$ cat src/rtl/shift_seq_ctrl_pkg.sv
// Shared constants for the shift sequencer: default widths, FSM state codes and shift directions.
package shift_pkg;

    localparam int unsigned DEF_DATA_W = 3;
    localparam int unsigned DEF_OUT_W  = 4;
    localparam int unsigned DEF_AMT_W  = 2;

    localparam logic [1:0] S_IDLE  = 2'd0;
    localparam logic [1:0] S_SHIFT = 2'd1;
    localparam logic [1:0] S_DONE  = 2'd2;

    localparam logic DIR_LEFT  = 1'b0;
    localparam logic DIR_RIGHT = 1'b1;

endpackage

$ cat src/rtl/shift_seq_ctrl_if.sv
// Front-end/result handshake bundle between the switch/button front end and the shift sequencer.
interface shift_seq_ctrl_if
    import shift_pkg::*;
#(
    parameter int unsigned DATA_W = DEF_DATA_W,
    parameter int unsigned OUT_W  = DEF_OUT_W,
    parameter int unsigned AMT_W  = DEF_AMT_W
);

    logic              init;
    logic [DATA_W-1:0] portA;
    logic [AMT_W-1:0]  amount;
    logic              dir;
    logic [OUT_W-1:0]  result;
    logic              busy;
    logic              done;

    modport master (
        output init, portA, amount, dir,
        input  result, busy, done
    );

    modport slave (
        input  init, portA, amount, dir,
        output result, busy, done
    );

endinterface

$ cat src/rtl/shift_seq_ctrl_shift_reg_lr.sv
// W-bit register with parallel load and a zero-fill single-step left/right shift.
module shift_reg_lr
    import shift_pkg::*;
#(
    parameter int unsigned W = DEF_OUT_W
) (
    input  logic         clk,
    input  logic         rst,
    input  logic         load_i,
    input  logic [W-1:0] load_val_i,
    input  logic         shift_en_i,
    input  logic         dir_i,
    output logic [W-1:0] next_o
);

    logic [W-1:0] q_q;
    logic [W-1:0] q_d;

    always_comb begin
        q_d = q_q;
        if (load_i) begin
            q_d = load_val_i;
        end else if (shift_en_i) begin
            q_d = (dir_i == DIR_RIGHT) ? (q_q >> 1) : (q_q << 1);
        end
    end

    // The owner captures the value about to be stored so a result can land on the final shift edge.
    assign next_o = q_d;

    always_ff @(posedge clk or posedge rst) begin
        if (rst) begin
            q_q <= '0;
        end else begin
            q_q <= q_d;
        end
    end

endmodule

$ cat src/rtl/shift_seq_ctrl.sv
// Counted, handshaked logical-shift sequencer: edge-detected start, N single-bit steps, done pulse.
module shift_seq_ctrl
    import shift_pkg::*;
#(
    parameter int unsigned DATA_W = DEF_DATA_W,
    parameter int unsigned OUT_W  = DEF_OUT_W,
    parameter int unsigned AMT_W  = DEF_AMT_W
) (
    input  logic clk,
    input  logic rst,
    shift_seq_ctrl_if.slave bus
);

    logic [1:0]       state_q, state_d;
    logic [AMT_W-1:0] cnt_q, cnt_d;
    logic             dir_q, dir_d;
    logic             init_q;
    logic [OUT_W-1:0] result_q, result_d;

    logic             start;
    logic             load;
    logic             shift_en;
    logic [OUT_W-1:0] load_val;
    logic [OUT_W-1:0] sh_next;

    assign start    = bus.init & ~init_q & (state_q == S_IDLE);
    assign load_val = {{(OUT_W-DATA_W){1'b0}}, bus.portA};

    shift_reg_lr #(.W(OUT_W)) u_shreg (
        .clk       (clk),
        .rst       (rst),
        .load_i    (load),
        .load_val_i(load_val),
        .shift_en_i(shift_en),
        .dir_i     (dir_q),
        .next_o    (sh_next)
    );

    always_comb begin
        state_d  = state_q;
        cnt_d    = cnt_q;
        dir_d    = dir_q;
        result_d = result_q;
        load     = 1'b0;
        shift_en = 1'b0;
        case (state_q)
            S_IDLE: begin
                if (start) begin
                    load  = 1'b1;
                    cnt_d = bus.amount;
                    dir_d = bus.dir;
                    if (bus.amount != '0) begin
                        state_d = S_SHIFT;
                    end else begin
                        state_d  = S_DONE;
                        result_d = sh_next;
                    end
                end
            end
            S_SHIFT: begin
                shift_en = 1'b1;
                cnt_d    = cnt_q - 1'b1;
                // Result is taken from the value being shifted in, so it moves with done.
                if (cnt_q == AMT_W'(1)) begin
                    state_d  = S_DONE;
                    result_d = sh_next;
                end
            end
            S_DONE: begin
                state_d = S_IDLE;
            end
            default: begin
                state_d = S_IDLE;
            end
        endcase
    end

    always_ff @(posedge clk or posedge rst) begin
        if (rst) begin
            state_q  <= S_IDLE;
            cnt_q    <= '0;
            dir_q    <= DIR_LEFT;
            init_q   <= 1'b0;
            result_q <= '0;
        end else begin
            state_q  <= state_d;
            cnt_q    <= cnt_d;
            dir_q    <= dir_d;
            init_q   <= bus.init;
            result_q <= result_d;
        end
    end

    assign bus.result = result_q;
    assign bus.busy   = (state_q != S_IDLE);
    assign bus.done   = (state_q == S_DONE);

endmodule
$ cat src/flat_wrapper.sv
// flat-port wrapper written by rule: the top's interface ports become plain ports
module shift_seq_ctrl_flat import shift_pkg::*;
#(
    parameter int unsigned DATA_W = DEF_DATA_W,
    parameter int unsigned OUT_W  = DEF_OUT_W,
    parameter int unsigned AMT_W  = DEF_AMT_W
)
  (clk, rst, bus_init, bus_portA, bus_amount, bus_dir, bus_result, bus_busy, bus_done);
  shift_seq_ctrl_if #(.DATA_W(DATA_W), .OUT_W(OUT_W), .AMT_W(AMT_W)) bus_i ();
  input  logic clk;
  input  logic rst;
  input wire logic [$bits(bus_i.init)-1:0] bus_init;
  input wire logic [$bits(bus_i.portA)-1:0] bus_portA;
  input wire logic [$bits(bus_i.amount)-1:0] bus_amount;
  input wire logic [$bits(bus_i.dir)-1:0] bus_dir;
  output wire logic [$bits(bus_i.result)-1:0] bus_result;
  output wire logic [$bits(bus_i.busy)-1:0] bus_busy;
  output wire logic [$bits(bus_i.done)-1:0] bus_done;
  assign bus_i.init = bus_init;
  assign bus_i.portA = bus_portA;
  assign bus_i.amount = bus_amount;
  assign bus_i.dir = bus_dir;
  assign bus_result = bus_i.result;
  assign bus_busy = bus_i.busy;
  assign bus_done = bus_i.done;
  shift_seq_ctrl #(.DATA_W(DATA_W), .OUT_W(OUT_W), .AMT_W(AMT_W)) u_core (.clk(clk), .rst(rst), .bus(bus_i));
endmodule
$ cat config.mk
export PLATFORM = sky130hd
export DESIGN_NAME = shift_seq_ctrl_flat
export DESIGN_NICKNAME = d
export VERILOG_FILES = /design/src/rtl/shift_seq_ctrl_pkg.sv /design/src/rtl/shift_seq_ctrl_if.sv /design/src/rtl/shift_seq_ctrl_shift_reg_lr.sv /design/src/rtl/shift_seq_ctrl.sv /design/src/flat_wrapper.sv
export SDC_FILE = /design/constraint.sdc
export NUM_CORES = 1
export LEC_CHECK = 0
export CORE_MARGIN = 2
export CORE_UTILIZATION = 47
export CTS_CLUSTER_SIZE = 12
export DETAILED_ROUTE_END_ITERATION = 6
export PLACE_DENSITY = 0.8
export SLEW_MARGIN = 20
export SYNTH_ARGS = -nofsm -noshare
export SYNTH_HDL_FRONTEND = slang
export SYNTH_SLANG_ARGS = --single-unit
$ cat constraint.sdc
create_clock -name clk -period 1.7 [get_ports clk]
set_clock_uncertainty 0.05 [all_clocks]
set_input_delay 0.34 -clock clk [delete_from_list [all_inputs] [get_ports clk]]
set_output_delay 0.34 -clock clk [all_outputs]
set_load 0.1 [all_outputs]
==> out/summary.txt, run 1 <==
Min Clock Period, post-route = 1.622 ns
crit path launch type = register
met3 routed WL = 98 µm
clock sinks = 14
number of global-route vias before repair = 573
Pre-antenna DRT Iters = 4
Data required, critical path = 1.31 ns
prevailing post-synth register cell = dfrtp_1
total global routing track utilization = 17.80%
final design utilization = 73.36%
Layout area overhead = 43.22%
first-pass GRT wire length = 2.477 mm
highest routed metal layer = met4
Unique masters post-synth = 30
die height = 42.13 µm
Worst-Margin Slew = 0.5212 ns
Mapped Nets = 70
Max-Cap Viols = 0
TritonCTS clock tree = yes
RePlAce Congestion = 0.8896
diode count = 0
Critical Path Start = u_core.state_q[0]
WL met2 = 715 µm
CP endpoint kind = output port
setup violators final = 0
nets = 96
Reg-to-Reg Start = u_core.state_q[0]
critical path arrival = 1.23 ns
CTS H-tree lvls = 1
First DRT Iteration DRCs = 18
Clock Latency Late Sink = 0.27 ns
row cnt = 13
Slew Viols, Final = 0
layout cell share with drive strength beyond 1 = 29.76%
clk buf depth = 2
I/O Buffers = 14
initial antenna violation count = 0
wire per inst = 14.40 µm
drt total wl = 1.426 mm
mapped cell area = 683.2 µm²
Root Buffer = clkbuf_4
# hold bufs at CTS = 0
Ports = 15
Hold Vio Cnt, Final = 0
sequential fraction of the synthesis area = 51.28%
warnings from Yosys = 0
Post-synth EDFFs = 0
core area = 1334 µm²
RSZ-0062 raised after global routing = false
CTS buffer count = 3
Yosys reg bits = 14
DR DRC count = 0
Synth Instances = 60
fmax = 0.6165 GHz
Detailed Place HPWL = 1.123 mm
Die X-Extent = 42.13 µm
starting density of the core = 51.22%
total grt overflow = 0
outcome = finished clean
slew margin rel. = 65.22%
DIE AREA = 1775 µm²
Mapped Avg Cell Area = 11.39 µm²
Met1 Wirelength = 599 µm
routed vias = 577
pre-CTS WS = -0.1800 ns
Vias/cell = 5.828
fraction of registers with async set/reset = 100.0%
period utilization = 95.41%
worst min path class = in2async
Post-DRT Antenna Nets = 0
R2R depth = 5
critical path peak fanout = 7
Final Worst Setup Slack = 0.07805 ns
Crit Path Class = reg2out
Clk pin slew, worst setup/hold paths = 0.08 ns
largest net degree at the start of global routing = 15
==> final cells by class <==
class | instances | area [µm²]
flip-flops and latches | 14 | 350.3
well taps | 15 | 18.77
clock buffers | 3 | 22.52
inverters | 3 | 11.26
repair buffers | 23 | 267.8
multi-input cells | 41 | 307.8
fillers | 86 | 355.3
==> layout by cell type, fill, tap and decap left out, types with 2 or more instances in the layout <==
master / instances
buf_4: 9
a221o_1: 2
nor2_1: 2
nand3_1: 2
nand2_1: 6
nand2b_1: 2
a31oi_1: 2
mux2_2: 2
o22ai_1: 2
dfrtp_1: 14
clkdlybuf4s50_1: 8
a22oi_1: 2
a211oi_1: 3
inv_1: 3
buf_12: 6
clkbuf_4: 3
==> cells in the mapped netlist (2+ instances only) <==
library cell	n	share of area, %
nand2b_1	2	1.8
inv_1	3	1.6
a22oi_1	2	2.2
dfrtp_1	14	51
nor2_1	2	1.1
mux2_2	2	3.3
nand2_1	6	3.3
a31oi_1	2	1.8
a221o_1	2	2.9
o22ai_1	2	1.8
nand3_1	2	1.5
a211oi_1	3	3.3
==> state kept, by name, indices dropped and copies added (netlist names) <==
register	cells
u_core.bus.result	4
u_core.u_shreg.q_q	4
u_core.cnt_q	2
u_core.state_q	2
u_core.dir_q	1
u_core.init_q	1
==> final timing paths <==
| kind | end | slack (ns) |
|---|---|---|
| worst max register to register | u_core.cnt_q[0] | 0.10 |
| worst min register to register | u_core.u_shreg.q_q[3] | 0.47 |
| worst min-delay path | u_core.state_q[0] | 0.35 |
| worst max-delay path | bus_busy | 0.08 |
| max in group asynchronous | u_core.bus.result[1] | 0.90 |
| min in group clk | u_core.u_shreg.q_q[3] | 0.47 |
==> worst max-delay path, stage by stage, from the launching register on <==
cell,delay (ns)
dfrtp_1,0.39
buf_4,0.16
or2_4,0.25
buf_12,0.16
==> per-stage QoR <==
stage               cell area [µm²]  TNS (ns)  hold slack [ns]  instances
finish                        978.4         0           0.3500         99
global placement              945.9    -1.162           0.4197         95
floorplan                     683.2         0           0.1792         60
global route                  978.4         0           0.4126         99
detailed placement            945.9    -1.309           0.4574         95
CTS                           978.4         0           0.3738         99
==> cell families after synthesis <==
group	Yosys count	share of synthesized area, %
multiplexers	3	4.945
AND/OR/NAND/NOR	22	20.88
flip-flops	14	51.28
buffers and inverters	5	4.028
adder cells (fa/ha/maj)	1	1.831
AO/OA/AOI/OAI	15	17.03
==> routing by layer <==
metal  global-route usage [%]  vias up
met5                        0        -
met4                    8.125        0
li1                         -      270
met1                    23.84      276
met2                    28.44       27
met3                    2.586        4
==> what timing repair did <==
action	4_1_cts	5_1_grt
hold endpoints to repair	0	0
resized for setup	1	0
setup endpoints to repair	1	0
buffers inserted	1	0
Power of run 1 is not shown: default switching activity piles up to over one toggle a cycle in this logic, so the estimate is an artifact.
==> inputs of run 2 (changes only) <==
REMOVE_ABC_BUFFERS = 1   (was not set)
==> run 2 against run 1 <==
Wire length decreased by 0.63%; first-iteration DRC count decreased by 50%; largest cell class unchanged; highest routed layer unchanged; critical path depth decreased by 1; sequential share of layout area increased by 0.22 points; global-route usage decreased by 0.15 points; critical path type unchanged.
==> out/summary.txt, run 2 (same netlist as run 1, synthesis figures left out) <==
CP endpoint kind = output port (unchanged)
RSZ-0062 raised after global routing = false (unchanged)
fmax = 0.5973 GHz (was 0.6165 GHz)
diode count = 0 (unchanged)
critical path peak fanout = 8 (was 7)
worst min path class = in2async (unchanged)
largest net degree at the start of global routing = 15 (unchanged)
final design utilization = 73.17% (was 73.36%)
Detailed Place HPWL = 1.038 mm (was 1.123 mm)
initial antenna violation count = 0 (unchanged)
I/O Buffers = 14 (unchanged)
Final Worst Setup Slack = 0.02566 ns (was 0.07805 ns)
layout cell share with drive strength beyond 1 = 30.12% (was 29.76%)
Pre-antenna DRT Iters = 4 (unchanged)
area taken by multi-input logic gates = 305.3 µm² (was 307.8 µm²)
met3 usage = 2.586% (unchanged)
critical path arrival = 1.28 ns (was 1.23 ns)
GRT met2 Usage = 29.06% (was 28.44%)
commonest non-fill, non-tap cell in the layout = dfrtp_1 (unchanged)
final cell count without fillers = 98 (was 99)
Crit Path Class = reg2out (unchanged)
outcome = finished clean (unchanged)
routed vias = 554 (was 577)
DR DRC count = 0 (unchanged)
crit path launch type = register (unchanged)
wire per inst = 14.46 µm (was 14.40 µm)
Clock Latency Late Sink = 0.29 ns (was 0.27 ns)
Global Route met1 Usage = 23.14% (was 23.84%)
Data required, critical path = 1.31 ns (about the same)
drt total wl = 1.417 mm (was 1.426 mm)
Slew Viols, Final = 0 (unchanged)
Max-Cap Viols = 0 (unchanged)
RePlAce Congestion = 0.8804 (was 0.8896)
Post-DRT Antenna Nets = 0 (unchanged)
Ports = 15 (unchanged)
setup violators final = 0 (unchanged)
die height = 42.13 µm (unchanged)
number of global-route vias before repair = 550 (was 573)
# fillers = 88 (was 86)
pre-CTS WS = -0.1540 ns (was -0.1800 ns)
CTS buffer count = 3 (unchanged)
DIE AREA = 1775 µm² (unchanged)
clk buf depth = 2 (unchanged)
nets = 94 (was 96)
Worst-Margin Slew = 0.5322 ns (was 0.5212 ns)
CTS H-tree lvls = 1 (unchanged)
starting density of the core = 51.22% (unchanged)
Die X-Extent = 42.13 µm (unchanged)
commonest cells after routing, fill and taps aside = 13 x dfrtp_1, 8 x clkdlybuf4s50_1, 7 x buf_4, 6 x nand2_1, 6 x buf_12 (was 14 x dfrtp_1, 9 x buf_4, 8 x clkdlybuf4s50_1, 6 x nand2_1, 6 x buf_12)
TritonCTS clock tree = yes (unchanged)
First DRT Iteration DRCs = 9 (was 18)
Root Buffer = clkbuf_4 (unchanged)
row cnt = 13 (unchanged)
clock sinks = 14 (unchanged)
Hold Vio Cnt, Final = 0 (unchanged)
core area = 1334 µm² (unchanged)
slew margin rel. = 64.48% (was 65.22%)
Layout area overhead = 42.86% (was 43.22%)
total grt overflow = 0 (unchanged)
total global routing track utilization = 17.65% (was 17.80%)
FF/Latch Area = 351.6 µm² (was 350.3 µm²)
period utilization = 98.49% (was 95.41%)
Clk pin slew, worst setup/hold paths = 0.09 ns (was 0.08 ns)
Vias/cell = 5.653 (was 5.828)
most used routing layer in global routing = met2 (unchanged)
Min Clock Period, post-route = 1.674 ns (was 1.622 ns)
first-pass GRT wire length = 2.380 mm (was 2.477 mm)
Placed Cells = 94 (was 95)
run 2: cell count changes in the layout (fill, tap and decap cells not counted), sizes merged:
cell / delta
clkbuf: +1
buf: -2
run 2: layer usage:
metal | wire (µm) | up-vias | share of wire [%]
li1 | - | 270 | -
met1 | 660 | 266 | 47
met2 | 673 | 15 | 47
met3 | 60 | 3 | 4.2
met4 | 23 | 0 | 1.6
met5 | 0 | - | 0
run 2: path summary, 6_finish.rpt:
kind                            depth (start not counted)                    end  slack, ns             startpoint
worst max-delay path                                    2               bus_busy       0.03      u_core.state_q[1]
worst min-delay path                                    2          u_core.init_q       0.33                    rst
worst max register to register                          4        u_core.cnt_q[0]       0.14      u_core.state_q[1]
worst min register to register                          1  u_core.u_shreg.q_q[3]       0.45  u_core.u_shreg.q_q[3]
max in group asynchronous                               2      u_core.state_q[0]       0.89                    rst
min in group clk                                        1  u_core.u_shreg.q_q[3]       0.45  u_core.u_shreg.q_q[3]
run 2: worst max-delay path, cell delays in order, from the launching register on:
cell,delay (ns)
dfrtp_1,0.48
or2_2,0.34
buf_12,0.17
run 2: repair_timing:
item,in CTS,in global routing
hold endpoints to repair,0,0
resized for setup,1,0
setup buffers,0,0
hold buffers,0,0
endpoints found under the setup margin,1,0
run 2: metrics by stage:
step	instance area [µm²]	hold slack [ns]	TNS (ns)
after floorplan	666.9	0.1792	-0.04388
after global placement	938.4	0.4221	-0.5919
after detailed placement	938.4	0.4366	-0.8758
after CTS	975.9	0.3632	0
after global routing	975.9	0.4049	0
final	975.9	0.3338	0
run 2: area by class of cell:
cell class / instances / share of cell area, %
flip-flops and latches: 14 / 36.03
repair buffers: 21 / 25.90
inverters: 3 / 1.154
clock buffers: 4 / 3.718
multi-input cells: 41 / 31.28
well taps: 15 / 1.923
Power of run 2 is left out for the same reason.
